==> src/rtl/capture_trigger.sv <==
// Pre/post-trigger sample capture controller for an ADC display front end.
// A circular sample RAM holds MAX_SAMPLES words. PRE_TRIG samples before the
// trigger are kept, and the trigger sample itself is window index PRE_TRIG.
module capture_trigger #(
  parameter int unsigned ADDR_WIDTH   = 10,
  parameter int unsigned SAMPLE_WIDTH = 16,
  parameter int unsigned MAX_SAMPLES  = 600,
  parameter int unsigned PRE_TRIG     = 100,
  parameter int unsigned HYST         = 8,
  parameter int unsigned AUTO_TIMEOUT = 4096
) (
  input  logic                    clk_i,
  input  logic                    reset_n_i,
  input  logic                    sample_valid_i,
  input  logic [SAMPLE_WIDTH-1:0] sample_i,
  input  logic [SAMPLE_WIDTH-1:0] trig_level_i,
  input  logic                    trig_edge_i,
  input  logic [1:0]              trig_mode_i,
  input  logic                    arm_ok_i,
  input  logic                    frame_start_i,
  input  logic                    rearm_i,
  output logic                    wr_en_o,
  output logic [ADDR_WIDTH-1:0]   wr_addr_o,
  output logic [SAMPLE_WIDTH-1:0] wr_data_o,
  output logic [ADDR_WIDTH-1:0]   start_addr_o,
  output logic                    done_o,
  output logic                    auto_fired_o,
  output logic                    busy_o,
  output logic [15:0]             trig_count_o
);

  localparam int unsigned CntW    = ADDR_WIDTH + 1;
  localparam int unsigned ToW     = $clog2(AUTO_TIMEOUT + 1);
  localparam int unsigned PostLen = MAX_SAMPLES - PRE_TRIG;

  localparam logic [CntW-1:0]       PreTrigC = CntW'(PRE_TRIG);
  localparam logic [CntW-1:0]       PostLenC = CntW'(PostLen);
  localparam logic [ToW-1:0]        TimeoutC = ToW'(AUTO_TIMEOUT);
  localparam logic [ADDR_WIDTH-1:0] LastAddr = ADDR_WIDTH'(MAX_SAMPLES - 1);
  localparam logic [ADDR_WIDTH-1:0] PreTrigA = ADDR_WIDTH'(PRE_TRIG);
  localparam logic [ADDR_WIDTH-1:0] PostLenA = ADDR_WIDTH'(PostLen);
  localparam logic [SAMPLE_WIDTH:0] HystC    = (SAMPLE_WIDTH + 1)'(HYST);

  typedef enum logic [2:0] {
    StIdle, StPretrig, StArmed, StPost, StDone, StHold
  } state_e;

  state_e                  state_q, state_d;
  logic [ADDR_WIDTH-1:0]   ptr_q, ptr_d;
  logic [CntW-1:0]         pre_q, pre_d;
  logic [CntW-1:0]         post_q, post_d;
  logic [ToW-1:0]          to_q, to_d;
  logic                    wr_en_q, wr_en_d;
  logic [ADDR_WIDTH-1:0]   wr_addr_q, wr_addr_d;
  logic [SAMPLE_WIDTH-1:0] wr_data_q, wr_data_d;
  logic [ADDR_WIDTH-1:0]   start_q, start_d;
  logic                    done_q, done_d;
  logic                    auto_q, auto_d;
  logic [15:0]             count_q, count_d;

  // Hysteresis thresholds: one bit wider so under/overflow can saturate.
  logic [SAMPLE_WIDTH:0]   level_ext, lo_ext, hi_ext;
  logic [SAMPLE_WIDTH-1:0] arm_lo, arm_hi;
  logic                    arm_cond, trig_hit, auto_mode, capture;
  logic                    natural_trig, force_trig;
  logic [ADDR_WIDTH-1:0]   ptr_nxt, start_calc;
  logic [CntW-1:0]         post_inc;

  assign level_ext  = {1'b0, trig_level_i};
  assign lo_ext     = level_ext - HystC;
  assign hi_ext     = level_ext + HystC;
  assign arm_lo     = lo_ext[SAMPLE_WIDTH] ? '0 : lo_ext[SAMPLE_WIDTH-1:0];
  assign arm_hi     = hi_ext[SAMPLE_WIDTH] ? '1 : hi_ext[SAMPLE_WIDTH-1:0];
  assign arm_cond   = trig_edge_i ? (sample_i > arm_hi) : (sample_i < arm_lo);
  assign trig_hit   = trig_edge_i ? (sample_i <= trig_level_i) : (sample_i >= trig_level_i);
  assign auto_mode  = (trig_mode_i == 2'b01);
  assign capture    = (state_q == StPretrig) || (state_q == StArmed) || (state_q == StPost);
  assign ptr_nxt    = (ptr_q == LastAddr) ? '0 : ptr_q + 1'b1;
  assign start_calc = (ptr_q >= PreTrigA) ? ptr_q - PreTrigA : ptr_q + PostLenA;
  assign post_inc   = post_q + 1'b1;

  assign natural_trig = (state_q == StArmed) && trig_hit;
  // Auto trigger needs a full pre-trigger history so the window is never short.
  assign force_trig   = auto_mode && (to_q == TimeoutC) && (pre_q == PreTrigC);

  // Next-state, RAM write and status update logic.
  always_comb begin
    state_d   = state_q;
    ptr_d     = ptr_q;
    pre_d     = pre_q;
    post_d    = post_q;
    to_d      = to_q;
    wr_en_d   = 1'b0;
    wr_addr_d = wr_addr_q;
    wr_data_d = wr_data_q;
    start_d   = start_q;
    done_d    = done_q;
    auto_d    = auto_q;
    count_d   = count_q;

    if (capture && sample_valid_i) begin
      wr_en_d   = 1'b1;
      wr_addr_d = ptr_q;
      wr_data_d = sample_i;
      ptr_d     = ptr_nxt;
    end

    unique case (state_q)
      StIdle: begin
        if (arm_ok_i) begin
          state_d = StPretrig;
          ptr_d   = '0;
          pre_d   = '0;
          post_d  = '0;
          to_d    = '0;
          done_d  = 1'b0;
          auto_d  = 1'b0;
        end
      end
      StPretrig, StArmed: begin
        if (!auto_mode) to_d = '0;
        if (sample_valid_i) begin
          if (pre_q != PreTrigC) pre_d = pre_q + 1'b1;
          if (natural_trig || force_trig) begin
            start_d = start_calc;
            count_d = count_q + 16'd1;
            post_d  = {{(CntW-1){1'b0}}, 1'b1};
            auto_d  = auto_q | !natural_trig;
            if (PostLenC == {{(CntW-1){1'b0}}, 1'b1}) begin
              state_d = StDone;
              done_d  = 1'b1;
            end else begin
              state_d = StPost;
            end
          end else begin
            if ((state_q == StPretrig) && (pre_q == PreTrigC) && arm_cond) state_d = StArmed;
            if (auto_mode && (to_q != TimeoutC)) to_d = to_q + 1'b1;
          end
        end
      end
      StPost: begin
        if (sample_valid_i) begin
          post_d = post_inc;
          if (post_inc == PostLenC) begin
            state_d = StDone;
            done_d  = 1'b1;
          end
        end
      end
      StDone: begin
        if (frame_start_i) state_d = (trig_mode_i == 2'b10) ? StHold : StIdle;
      end
      StHold: begin
        if (rearm_i) state_d = StIdle;
      end
      default: state_d = StIdle;
    endcase
  end

  // State and output registers with synchronous active-low reset.
  always_ff @(posedge clk_i) begin
    if (!reset_n_i) begin
      state_q   <= StIdle;
      ptr_q     <= '0;
      pre_q     <= '0;
      post_q    <= '0;
      to_q      <= '0;
      wr_en_q   <= 1'b0;
      wr_addr_q <= '0;
      wr_data_q <= '0;
      start_q   <= '0;
      done_q    <= 1'b0;
      auto_q    <= 1'b0;
      count_q   <= '0;
    end else begin
      state_q   <= state_d;
      ptr_q     <= ptr_d;
      pre_q     <= pre_d;
      post_q    <= post_d;
      to_q      <= to_d;
      wr_en_q   <= wr_en_d;
      wr_addr_q <= wr_addr_d;
      wr_data_q <= wr_data_d;
      start_q   <= start_d;
      done_q    <= done_d;
      auto_q    <= auto_d;
      count_q   <= count_d;
    end
  end

  assign wr_en_o      = wr_en_q;
  assign wr_addr_o    = wr_addr_q;
  assign wr_data_o    = wr_data_q;
  assign start_addr_o = start_q;
  assign done_o       = done_q;
  assign auto_fired_o = auto_q;
  assign busy_o       = capture;
  assign trig_count_o = count_q;

endmodule

==> config.mk <==
export PLATFORM = sky130hd
export DESIGN_NAME = capture_trigger
export DESIGN_NICKNAME = d
export VERILOG_FILES = /design/src/rtl/capture_trigger.sv
export SDC_FILE = /design/constraint.sdc
export NUM_CORES = 1
export LEC_CHECK = 0
export BUFFER_PORTS_ARGS = -buffer_cell sky130_fd_sc_hd__buf_2
export CORE_MARGIN = 2
export CORE_UTILIZATION = 45
export CTS_CLUSTER_SIZE = 16
export DETAILED_ROUTE_END_ITERATION = 8
export GPL_TIMING_DRIVEN = 0
export MAX_ROUTING_LAYER = met4
export PLACE_DENSITY = 0.74
export SETUP_SLACK_MARGIN = 0.05
export SLEW_MARGIN = 0
export SYNTH_ARGS = -nofsm -noshare
export SYNTH_HDL_FRONTEND = slang
export SYNTH_SLANG_ARGS = --single-unit
==> constraint.sdc <==
create_clock -name clk_i -period 6.3 [get_ports clk_i]
set_clock_uncertainty 0.1 [all_clocks]
set_input_delay 0.63 -clock clk_i [delete_from_list [all_inputs] [get_ports clk_i]]
set_output_delay 0.63 -clock clk_i [all_outputs]
set_load 0.02 [all_outputs]
==> results.md, run 1 <==
* Status: finished clean
* Num rows at 44
* Area grow syn2layout at 14.8%
* Most frequent cells in the layout: 137 x nand2_1, 103 x dfxtp_1, 95 x buf_2
* Flip-flop and latch count after synthesis at slightly above 100
* Setup bufs post-CTS at 0
* Slew Viols, Final at 0
* Post-DP HPWL at 13.8 mm
* Top cell type's share of synthesized area at 30.8%
* Register area at 0.00206 mm2
* Total GRT Usage at around 23%
* First-pass GRT wire length at between 20 and 30 mm
* Vias in the first global route at 6158
* Final global-route overflow total at 0
* Largest net degree at the start of global routing at 17
* Fill count at 1475
* Hold wc startpoint: wr_data_o[8]$_SDFFE_PN0P_
* DR WL/cell at 15.1 um
* Pwr Density at 231 mW/mm2
* Core ar. at 0.0145 mm2
* Min Hold Slack at 0.352 ns
* Fmax at about 220 MHz
* Worst Setup Start Kind: primary input
* Max-cap violations at 0
* CTS tree: done
* Total power at 1780 uW
* Hold_buf cts at 0
* Final Util at 52.9%
* Multi-input gate area at ~0.0043 mm2
* Net count reported at finish at approximately 1.1k
* Commonest non-fill, non-tap cell in the layout: nand2_1
* Worst path cell trace: clkbuf_1 > inv_1 > nor4_1 > nand3_1 > nor4_1 > clkbuf_1 > nor2_1 > ha_1 > nor2b_1 > o211ai_1 > a21oi_1 > or3_1 > a21oi_1 > a41oi_1 > o41ai_1 > mux2i_1
* Antenna cell count at 0
* Worst-path clk slew at 0.07 ns
* Die Height at around 130 um
* Mapped Cells at 895
* Post-synthesis cell type count at 63
* Maximum VDD drop at 167 uV
* Unrepaired setup endpoints after global routing: no
* Worst EP arrival at 4.83 ns
* CP max stage cell: nor4_1
* Vias per cell at 5.71
* Share of post-route cells with drive strength above 1 at 12.3%
* Non-Filler Instances at 1187
* Hold Path Stages at 2
* Syn_nets at 996
* Kind of critical path: in -> reg
* Initial antenna violation count at 0
* HP Class: reg -> reg
* Hold EP: wr_data_o[8]$_SDFFE_PN0P_
* EDFF count, synth at 0
* Post-synth ARST share at 0%
* Measured slew at the worst slew-check pin at 0.993 ns
* Placed Cells at 1171
* Die Width at 126 um
* Post-Route WL at 17.9 mm
* Minimum clock period at 4.64 ns
* Period utilization at 73.7%
* Required @ worst endpoint at 6.49 ns
* First-pass DRT Iterations at 5
* Critical Path End Type: flip-flop
* Dominant cell type by area after synthesis: dfxtp_1
* Root Buffer: clkbuf_16
* Final Hold Viols at 0
* TNS Setup at 0 ns
* Worst reg2reg setup slack at 3.22 ns
* Mean Syn Cell Area at around 7.5 um2
* Worst R2R End: trig_count_o[14]$_SDFFE_PN0P_
* Seq/Total Area, Yosys at 30.8%
* Antenna viol nets, final at 0
* Vias at 6783
* Gpl congestion at 0.940
* Die area at 0.0159 mm2
* Clock tree buffer depth at 2
* Top-level I/O count at 97
* Static leakage power at 0.00311 uW
* Main area contributors after synthesis: dfxtp_1 31%, ha_1 11%, nand2_1 7.7%, a21oi_1 6.5%, nor2_1 5.3%
* DRC errors left at 0
* Top FF cell, synth: dfxtp_1
* Final Setup Violations at 0
* CP max FO at 10
* Syn. warnings at 0
* Skew-Pair Late Insertion Delay at around 0.36 ns
* Worst-case reg-to-reg path depth at 12
* Post_cts resized at 0
* Port bufs at 92
* H-tree Lvls at 3
* Worst R2R Start: pre_q[0]$_SDFFE_PN0P_
* Max-slew headroom at 33.2%
* Peak per-stage delay on the critical path at roughly 0.60 ns
* Cell Area, Synth at 0.00670 mm2
* Initial drt markers at ~440
* Starting Density at 46.1%
* Clock Sinks at 103
* CTS Buf Count at 9
[routing by layer]
metal | wire length, um | global-route usage, %
met1 | 8520 | 30.0
met2 | 8340 | 36.6
met3 | 773 | 2.97
met4 | 280 | 7.05
met5 | 0 | -
[cell usage after synthesis, types with 2 or more instances]
master and instances:
a21oi_1 87, o22ai_1 3, ha_1 60, clkbuf_1 35, xnor2_1 17, nand3b_1 3, nor4b_1 2, buf_1 2
mux2i_1 8, xor2_1 15, o21ai_0 38, a21o_1 5, and3_1 12, nor2b_1 7, a2111o_1 2, a31oi_1 12
nand2b_1 6, nor4_1 14, dfxtp_1 103, or2_2 5, o41ai_1 4, o211ai_1 10, a211oi_1 12, nand2_1 137
or3_1 15, a211o_1 2, inv_1 38, a21boi_0 2, o21a_1 7, or4_1 13, nand4b_1 2, o31ai_1 8
a41oi_1 4, nor2_1 94, nand4_1 23, nand3_1 44, buf_2 3, nor3_1 16
[area by class of cell]
type	count	share of cell area, %
well taps	184	2.99
plain buffers	41	2.15
inverters	39	1.90
repair buffers	92	5.99
clock inverters	5	0.748
flip-flops and latches	103	26.8
clock buffers	11	3.16
multi-input cells	712	56.3
[logic make-up after synthesis]
kind of cell               count (synthesis)  synth area share, %
AOI/OAI and AO/OA                        210                 19.2
adders and majority gates                 61                 11.4
xor gates and xnor gates                  32                 4.18
DFF                                      103                 30.8
muxes                                      9                 1.42
buffers and inverters                     80                 4.65
and+or+nand+nor                          400                 28.4
[worst max-delay path by stage]
stage                startpoint                      end  slack [ns]  cells after the start
6_report       trig_level_i[10]  state_q[0]$_SDFFE_PN0P_        1.66                     16
5_1_grt        trig_level_i[10]  state_q[1]$_SDFFE_PN0P_        1.27                     16
4_1_cts        trig_level_i[10]  state_q[0]$_SDFFE_PN0P_        1.66                     16
3_5_place_dp   trig_level_i[10]  state_q[0]$_SDFFE_PN0P_        1.31                     16
3_3_place_gp   trig_level_i[10]  state_q[0]$_SDFFE_PN0P_        1.30                     16
2_1_floorplan   trig_level_i[5]  state_q[0]$_SDFFE_PN0P_        2.13                     16
[report_power, final]
group	internal [uW]	total, uW	switching, uW
sequential	690	720	30.0
combinational	165	490	324
clock	319	571	252
[sequential cells by signal, indices dropped and copies added (netlist names), 3 cells and up]
register,count
post_q,11
pre_q,11
ptr_q,10
start_addr_o,10
state_q,3
to_q,13
trig_count_o,16
wr_addr_o,10
wr_data_o,16
[critical path: cells and delay by family]
family / cells / cell delay [ns]
buf+inv: 3 / 0.91
compound gates: 5 / 1.04
simple gates: 6 / 1.72
mux: 1 / 0.23
fa+ha+maj: 1 / 0.30
[stage by stage]
step | instance area (um2) | worst slack, ns
floorplan | 6700 | 2.13
global placement | 7390 | 1.30
detailed placement | 7390 | 1.31
CTS | 7690 | 1.66
global route | 7690 | 1.27
finish | 7690 | 1.66
(Power assumes the default switching activity.)
==> inputs of run 2 (changes only) <==
PLACE_DENSITY = 0.77   (was 0.74)
clock period = 4.1 ns   (was 6.3 ns; I/O delays follow)
==> run 2 against run 1 <==
Combinational power rose by 55%. Worst setup slack got worse by 1.4 ns. Via count rose by 0.16%. Wire length shrank 1.5%. Hold slack worse by 0.15 ns. Die area stayed put. Final cell count stayed put. Clock power grew 39%. Non-clock buffer count is the same. First-iteration DRC count is 2.5% lower. Register-to-register slack got worse by 2.3 ns. Final area about the same. Largest cell class unchanged. Largest power group unchanged. Highest routed layer unchanged.
==> results.md, run 2 (synthesis results as in run 1) <==
* Top-level I/O count at 97 (unchanged)
* Initial drt markers at 432 (-2.5%)
* Static leakage power at 0.00311 uW (-0.11%)
* Worst reg2reg setup slack at 0.95 ns (-2.27 ns)
* Initial antenna violation count at 0 (unchanged)
* Gpl congestion at 0.915 (-2.6%)
* CP max FO at 10 (unchanged)
* Hold_buf cts at 0 (unchanged)
* Total GRT Usage at 22.5% (-0.28 points)
* DR WL/cell at 14.9 um (-1.5%)
* Max-slew headroom at 36.4% (+3.2 points)
* Final Setup Violations at 0 (unchanged)
* Met2 WL at 7.83 mm (-6.1%)
* Fill count at 1443 (-2.2%)
* Kind of critical path: in -> reg
* Minimum clock period at 3.80 ns
* Hold wc startpoint: sample_i[0]
* Met3 Wirelength at 1.00 mm (+29%)
* Slew Viols, Final at 0 (unchanged)
* Die area at 0.0159 mm2 (unchanged)
* CP delay by family, top: simple AND/OR/NAND/NOR gates
* CTS tree: done
* Final Util at 52.9% (about the same)
* Worst R2R End: post_q[10]$_SDFFE_PN0P_
* Min Hold Slack at 0.203 ns (-0.149 ns)
* Fmax at 263 MHz
* Maximum VDD drop at 216 uV (+29%)
* DRT met1 WL at 8.39 mm (-1.5%)
* Worst Setup Start Kind: primary input
* WP depth at 13 (-3)
* Period utilization at 92.6%
* Status: finished clean
* Highest metal used: met4
* H-tree Lvls at 3 (unchanged)
* Total power at 2660 uW (+49%)
* Fin area at 0.00769 mm2 (about the same)
* Vias per cell at 5.72 (+0.16%)
* Starting Density at 46.1% (unchanged)
* Die Height at 126 um (unchanged)
* Core ar. at 0.0145 mm2 (unchanged)
* Antenna viol nets, final at 0 (unchanged)
* CP dominant cell by count: nand2_1
* CP max stage cell: nor4_1
* Non-Filler Instances at 1187 (unchanged)
* Crit path launch: trig_level_i[3]
* Die Width at 126 um (unchanged)
* Largest net degree at the start of global routing at 17 (unchanged)
* Share of post-route cells with drive strength above 1 at 12.9% (+0.60 points)
* Most frequent cells in the layout: 137 x nand2_1, 103 x dfxtp_1, 96 x buf_2
* Critical path buffers and inverters at 2 (-1)
* Vias in the first global route at 6053 (-1.7%)
* Worst R2R Start: pre_q[0]$_SDFFE_PN0P_
* Port bufs at 92 (unchanged)
* Clock Sinks at 103 (unchanged)
* Dpl cell area at 0.00739 mm2 (unchanged)
* Pwr Density at 346 mW/mm2 (+49%)
* Area grow syn2layout at 14.8% (about the same)
* Clock tree buffer depth at 2 (unchanged)
* Worst-case reg-to-reg path depth at 10 (-2)
* Max-cap violations at 0 (unchanged)
* Post-DP HPWL at 13.6 mm (-1.8%)
* Measured slew at the worst slew-check pin at 0.946 ns (-0.0476 ns)
* Worst-path clk slew at 0.07 ns (about the same)
* Placed Cells at 1171 (unchanged)
* Critical Path End Type: flip-flop
* Net count reported at finish at 1099 (unchanged)
* Skew-Pair Late Insertion Delay at 0.35 ns (about the same)
* Num rows at 44 (unchanged)
* Peak per-stage delay on the critical path at 0.76 ns (+0.16 ns)
* Vias at 6794 (+0.16%)
* HP Class: in -> reg
* First-pass DRT Iterations at 5 (unchanged)
* Required @ worst endpoint at 4.26 ns (-2.23 ns)
* Root Buffer: clkbuf_16
* Final global-route overflow total at 0 (unchanged)
* Commonest non-fill, non-tap cell in the layout: nand2_1
* DRC errors left at 0 (unchanged)
* Antenna cell count at 0 (unchanged)
* Setup crit end: state_q[1]$_SDFFE_PN0P_
* Unrepaired setup endpoints after global routing: no
* Worst EP arrival at 3.95 ns (-0.88 ns)
* Post-Route WL at 17.6 mm (-1.5%)
* Final Hold Viols at 0 (unchanged)
* First-pass GRT wire length at 28.8 mm (-1.6%)
* CTS Buf Count at 9 (unchanged)
* Worst path cell trace: buf_2 > inv_1 > nand4_1 > nor4_1 > nand2_1 > nand2_1 > ha_1 > a21boi_0 > a311o_1 > a31o_2 > a21oi_1 > o41ai_2 > a221oi_1
[run 2: through the flow]
stage	TNS [ns]	setup slack [ns]
after detailed placement	-1.33	-0.670
after global placement	-1.29	-0.656
after floorplan	0	0.152
final	0	0.304
after CTS	0	0.158
after global routing	0	0.0927
[run 2: power by group]
part           switching (uW)  leakage (uW)  internal, uW  total [uW]
clock                     384      0.000126           412         796
sequential               45.0      0.000832          1060        1100
combinational             500       0.00215           258         758
[run 2: worst register-to-register path, cell delays in order, from the launching register on]
cell and delay (ns):
dfxtp_1 0.33, inv_1 0.08, ha_1 0.15, nor4bb_1 0.33
nand4_1 0.30, nor3_2 0.45, a21oi_1 0.16, o21ai_1 0.17
o21ai_0 0.28, or4_1 0.56, o22ai_1 0.15
[run 2: worst min-delay path by stage]
| stage | slack, ns | endpoint | cells past startpoint |
|---|---|---|---|
| 2_1_floorplan | 0.34 | post_q[10]$_SDFFE_PN0P_ | 2 |
| 3_3_place_gp | 0.34 | auto_fired_o$_SDFFE_PN0P_ | 2 |
| 3_5_place_dp | 0.34 | start_addr_o[3]$_SDFFE_PN0P_ | 2 |
| 4_1_cts | 0.20 | wr_data_o[0]$_SDFFE_PN0P_ | 3 |
| 5_1_grt | 0.20 | wr_data_o[0]$_SDFFE_PN0P_ | 3 |
| 6_report | 0.20 | wr_data_o[0]$_SDFFE_PN0P_ | 3 |
[run 2: what timing repair did]
action                                  in CTS  in global routing
pin swaps                                    0                  0
setup buffers                                0                  0
cloned                                       0                  0
resized for setup                            3                  8
endpoints found under the setup margin       2                  2
[run 2: per-layer routing]
layer	vias up	global-route usage (%)
met1	3125	30.4
met4	0	8.66
met5	-	-
li1	3428	-
met2	204	34.1
met3	37	3.23
[run 2: layout make-up]
type / instances / area [um2] / share of cell area [%]
flip-flops and latches: 103 / 2060 / 26.8
repair buffers: 92 / 460 / 5.98
clock inverters: 5 / 33.8 / 0.439
clock buffers: 11 / 233 / 3.02
well taps: 184 / 230 / 2.99
inverters: 39 / 146 / 1.90
plain buffers: 41 / 169 / 2.20
multi-input cells: 712 / 4360 / 56.7
